==> src/rtl/instrmem_pkg.sv <==
// Shared definitions for the boot-time instruction memory loader and the
// instruction memory it fills.
package instrmem_pkg;

  localparam logic [31:0] BASE_ADDR = 32'hBFC0_0000;
  localparam int          MEM_BYTES = 4096;

  typedef enum logic [2:0] {
    ST_IDLE,
    ST_HDR,
    ST_LOAD,
    ST_CHK,
    ST_DONE,
    ST_ERR
  } state_e;

endpackage

==> src/rtl/instrmem_loader.sv <==
// Framed byte-stream loader: 4-byte LE length, payload, XOR checksum.
// Writes payload into instruction memory and holds the CPU in reset until a clean load.
module instrmem_loader #(
  parameter int                    ADDR_WIDTH = 32,
  parameter int                    DATA_WIDTH = 8,
  parameter logic [ADDR_WIDTH-1:0] BASE_ADDR  = instrmem_pkg::BASE_ADDR,
  parameter int                    MEM_BYTES  = instrmem_pkg::MEM_BYTES
) (
  input  logic                  clk_i,
  input  logic                  rst_ni,
  input  logic                  start_i,
  input  logic [DATA_WIDTH-1:0] byte_i,
  input  logic                  byte_valid_i,
  output logic                  byte_ready_o,
  output logic                  we_o,
  output logic [ADDR_WIDTH-1:0] waddr_o,
  output logic [DATA_WIDTH-1:0] wdata_o,
  output logic                  busy_o,
  output logic                  done_o,
  output logic                  err_o,
  output logic                  cpu_rst_o
);
  import instrmem_pkg::*;

  // Count is one bit wider than the address range so it can hold MEM_BYTES itself.
  localparam int CW = $clog2(MEM_BYTES) + 1;

  state_e                  state_q, state_d;
  logic [31:0]             len_q;
  logic [31:0]             hdr_len;
  logic [1:0]              hdr_idx_q;
  logic [CW-1:0]           cnt_q;
  logic [CW-1:0]           cnt_nxt;
  logic [DATA_WIDTH-1:0]   csum_q;
  logic                    we_q;
  logic [ADDR_WIDTH-1:0]   waddr_q;
  logic [DATA_WIDTH-1:0]   wdata_q;
  logic                    acc;
  logic                    can_start;

  // Header arrives LSB first, so each new byte shifts in from the top.
  assign hdr_len   = {byte_i, len_q[31:DATA_WIDTH]};
  assign cnt_nxt   = cnt_q + 1'b1;
  assign acc       = byte_valid_i && byte_ready_o;
  assign can_start = start_i && (state_q == ST_IDLE || state_q == ST_DONE || state_q == ST_ERR);

  always_ff @(posedge clk_i or negedge rst_ni) begin
    if (!rst_ni) state_q <= ST_IDLE;
    else         state_q <= state_d;
  end

  always_comb begin
    state_d      = state_q;
    byte_ready_o = 1'b0;
    busy_o       = 1'b0;
    done_o       = 1'b0;
    err_o        = 1'b0;
    cpu_rst_o    = 1'b1;
    case (state_q)
      ST_IDLE: if (start_i) state_d = ST_HDR;
      ST_HDR: begin
        byte_ready_o = 1'b1;
        busy_o       = 1'b1;
        if (byte_valid_i && hdr_idx_q == 2'd3) begin
          if (hdr_len == 32'd0)                 state_d = ST_CHK;
          else if (hdr_len > 32'(MEM_BYTES))    state_d = ST_ERR;
          else                                  state_d = ST_LOAD;
        end
      end
      ST_LOAD: begin
        byte_ready_o = 1'b1;
        busy_o       = 1'b1;
        // len_q never exceeds MEM_BYTES here, so its low CW bits are exact.
        if (byte_valid_i && cnt_nxt == len_q[CW-1:0]) state_d = ST_CHK;
      end
      ST_CHK: begin
        byte_ready_o = 1'b1;
        busy_o       = 1'b1;
        if (byte_valid_i) state_d = (byte_i == csum_q) ? ST_DONE : ST_ERR;
      end
      ST_DONE: begin
        done_o    = 1'b1;
        cpu_rst_o = 1'b0;
        if (start_i) state_d = ST_HDR;
      end
      ST_ERR: begin
        err_o = 1'b1;
        if (start_i) state_d = ST_HDR;
      end
      default: state_d = ST_IDLE;
    endcase
  end

  always_ff @(posedge clk_i or negedge rst_ni) begin
    if (!rst_ni) begin
      len_q     <= '0;
      hdr_idx_q <= '0;
      cnt_q     <= '0;
      csum_q    <= '0;
      we_q      <= 1'b0;
      waddr_q   <= BASE_ADDR;
      wdata_q   <= '0;
    end else begin
      we_q <= 1'b0;
      if (can_start) begin
        len_q     <= '0;
        hdr_idx_q <= '0;
        cnt_q     <= '0;
        csum_q    <= '0;
      end else if (acc) begin
        case (state_q)
          ST_HDR: begin
            len_q     <= hdr_len;
            hdr_idx_q <= hdr_idx_q + 2'd1;
          end
          ST_LOAD: begin
            we_q    <= 1'b1;
            waddr_q <= BASE_ADDR + ADDR_WIDTH'(cnt_q);
            wdata_q <= byte_i;
            csum_q  <= csum_q ^ byte_i;
            cnt_q   <= cnt_nxt;
          end
          default: ;
        endcase
      end
    end
  end

  assign we_o    = we_q;
  assign waddr_o = waddr_q;
  assign wdata_o = wdata_q;

endmodule

==> config.mk <==
export PLATFORM = sky130hd
export DESIGN_NAME = instrmem_loader
export DESIGN_NICKNAME = d
export VERILOG_FILES = /design/src/rtl/instrmem_pkg.sv /design/src/rtl/instrmem_loader.sv
export SDC_FILE = /design/constraint.sdc
export NUM_CORES = 1
export LEC_CHECK = 0
export ABC_AREA = 1
export BUFFER_PORTS_ARGS = -buffer_cell sky130_fd_sc_hd__buf_4
export CORE_ASPECT_RATIO = 0.9
export CORE_MARGIN = 1
export CORE_UTILIZATION = 52
export CTS_CLUSTER_DIAMETER = 80
export DETAILED_ROUTE_END_ITERATION = 12
export HOLD_SLACK_MARGIN = 0.15
export PLACE_DENSITY = 0.89
export SLEW_MARGIN = 20
export SYNTH_ARGS = -nofsm -noshare
export SYNTH_HDL_FRONTEND = slang
export SYNTH_SLANG_ARGS = --single-unit
==> constraint.sdc <==
create_clock -name clk_i -period 1.7 [get_ports clk_i]
set_input_delay 0.51 -clock clk_i [delete_from_list [all_inputs] [get_ports clk_i]]
set_output_delay 0.51 -clock clk_i [all_outputs]
set_load 0.05 [all_outputs]
==> key figures <==
Status
  – Failing checks: negative setup slack
  – Outcome: complete, but fails checks

Drt
  – Total wire length: 10.3 mm
  – Vias: around 3.7k
  – Vias per cell: about 5.5
  – Drt first pass iters: 5
  – DR iter-0 viols: ~320
  – DRT antenna net count: 0
  – DR WL/cell: approximately 15 µm
  – Remaining DRCs: 0

GRT
  – Wire length of the first global-routing pass: 16.2 mm
  – Initial antenna violation count: 0
  – Largest net degree at the start of global routing: 34
  – Gr ovfl total: 0
  – Vias in the first global route: around 3.5k
  – All-Layer GR Usage: between 20% and 30%

Die
  – IO Pins: between 50 and 60
  – Die height: between 80 and 90 µm
  – Row cnt: 29
  – Die X: roughly 94 µm
  – Die Area: approximately 8000 µm²
  – Initial Util: a little under three fifths
  – Core Area: slightly above 7000 µm²

Setup path
  – FF-to-FF End: state_q[1]
  – Critical path fanouts, max: 6
  – CP Capture Type: flip-flop
  – R2R cell count: 16
  – Worst setup path endpoint: state_q[1]
  – Worst endpoint required time: 1.95 ns
  – Critical path launch point type: flip-flop
  – Worst R2R Start: cnt_q[1]
  – R2r setup slk: -0.21 ns
  – CP startpoint: cnt_q[1]
  – CP arrival: between 2 and 2.5 ns
  – Crit path kind: reg -> reg

Synth
  – Synth cell types: 30
  – Yosys reg bits: 80
  – Sequential fraction of the synthesis area: 50.1%
  – Share of the synthesized area in the top cell type: approximately 50%
  – Post-synth EDFFs: 0
  – Post-synth top cells: nand2_1, dfrtp_1, nand3_1
  – Synth area leader: dfrtp_1
  – Ys async rst share: 100%
  – Mapped Avg Cell Area: 7.99 µm²
  – Synthesis warning total: 0
  – Most common cell in the netlist: nand2_1
  – Main flop type after synthesis: dfrtp_1
  – Synth Instances: 500
  – Top cells by area, synth: dfrtp_1, nand2_1, nand3_1
  – Mapped Area: approximately 4000 µm²

Pwr
  – Peak VDD IR: ~0.60 mV
  – PD cells: around 1500 nW/µm²
  – Leak: 2.41 nW
  – Total power: roughly 7.4 mW

Cells and area
  – Post-layout nets: between 500 and 600
  – Final Util: between 60% and 70%
  – P&R area growth vs syn: 26.2%
  – Fin area: slightly above 5000 µm²
  – # diodes: 0
  – FILL cells: between 400 and 500
  – Layout cells sized above 1: 24.7%

STA
  – Fin crit share: 112%
  – Highest achievable clock rate: roughly 520 MHz
  – Fin worst setup slack: -0.208 ns
  – Final hold viol count: 0
  – Max-slew violations: 0
  – Fin Hold WS: 0.392 ns
  – Final setup vio count: 8
  – Setup TNS: -0.780 ns
  – RSZ-0062 raised after global routing: true
  – Fin crit period: approximately 1.9 ns
  – Clk_skew: around 0.0075 ns

Clock network
  – CTS Buf Count: 9
  – Clock sinks: 80
  – Clock slew at reported path FFs: 0.09 ns
  – Clk_lat worst skew: 0.35 ns
  – Root Buffer: clkbuf_8
  – CTS max path bufs: 2
  – H-tree depth: 3
  – CTS tree: yes

Flow run
  – Max-Cap Viols: 0

Placed design
  – Hpwl dp: slightly below 7 mm
  – Dpl cell area: 4570 µm²
  – I/O Buffers: 38
  – Gpl congestion: about 0.85

Min path
  – Hold Path Class: in -> reg
where the power goes:
part           total [mW]  internal, mW  switching [mW]
registers            2.68          2.35           0.325
clock network        1.35         0.618           0.728
logic                3.40          1.06            2.34
total                7.42          4.03            3.39
worst max-delay path, cell delays in order (launching register included):
cell	delay [ns]
dfrtp_2	0.41
ha_4	0.17
nand2_4	0.08
nor2_4	0.19
nand2_1	0.08
nand2_1	0.08
nor2_1	0.04
nor2_1	0.11
nand2_1	0.08
inv_1	0.06
nand2_1	0.04
nor2_1	0.10
nand2_1	0.07
nand2_2	0.11
nand2_2	0.07
nand2_1	0.08
nand2_1	0.04
area by class of cell:
type                       count  area (µm²)  share of cell area (%)
timing repair buffer          87         753                    14.9
clock inverter                 5        40.0                   0.794
timing repair inverter         1        5.00                  0.0993
tap                           93         116                    2.31
sequential                    80        2010                    39.8
inverter                      44         175                    3.47
multi-input combinational    356        1790                    35.6
clock buffer                  11         151                    3.00
cells by family (layout without fill, tap and decap cells):
family	Yosys count	in the layout	synth area share, %
and+or+nand+nor	251	251	27.0
buffers and inverters	81	148	9.65
DFF	80	80	50.1
AOI/OAI and AO/OA	73	73	9.68
xor gates and xnor gates	11	11	2.79
adders and majority gates	2	2	0.626
other	2	19	0.188
registers in the layout, summed over array words and instances (netlist names):
name / flops
len_q: 32
cnt_q: 13
waddr_o: 13
csum_q: 8
wdata_o: 8
state_q: 3
hdr_idx_q: 2
we_o: 1
cells in the final DEF (no fill, tap or decap), types with 11 or more instances in the layout:
cell / count
conb_1: 19
inv_1: 34
nand3_1: 49
o21ai_1: 15
nand2_1: 134
clkbuf_8: 11
nor2_1: 25
dfrtp_1: 76
buf_4: 70
o21ai_0: 46
metal layers:
| metal | vias to the layer above | share of wire [%] | GRT usage, % |
|---|---|---|---|
| met5 | - | 0 | 0 |
| met4 | 0 | 2.7 | 12.9 |
| met3 | 29 | 7.4 | 5.20 |
| met2 | 177 | 49 | 40.7 |
| met1 | 1768 | 41 | 35.0 |
| li1 | 1748 | - | - |
how the worst min path moves through the flow:
stage                     startpoint         end  slack (ns)  depth (start not counted)
after detailed placement      rst_ni    cnt_q[2]        0.47                          1
final                      byte_i[4]  wdata_o[4]        0.39                          3
after CTS                  byte_i[4]  wdata_o[4]        0.39                          3
after global placement    wdata_o[4]  wdata_o[4]        0.46                          2
after global routing       byte_i[6]  wdata_o[6]        0.41                          3
after floorplan               rst_ni    cnt_q[0]        0.21                          0
stage by stage:
step | std cells | setup slack (ns)
after floorplan | 517 | -0.0495
after global placement | 646 | -0.141
after detailed placement | 646 | -0.228
after CTS | 672 | -0.121
after global routing | 677 | -0.381
final | 677 | -0.208
repair_timing:
item / in CTS / in global routing
hold buffers: 1 / 0
resized for setup: 30 / 22
pin swaps: 6 / 7
endpoints found under the hold margin: 28 / 0
gates cloned: 0 / 1
buffers inserted: 9 / 4
setup endpoints to repair: 22 / 33
No activity file was read; power rests on OpenSTA's default activity.
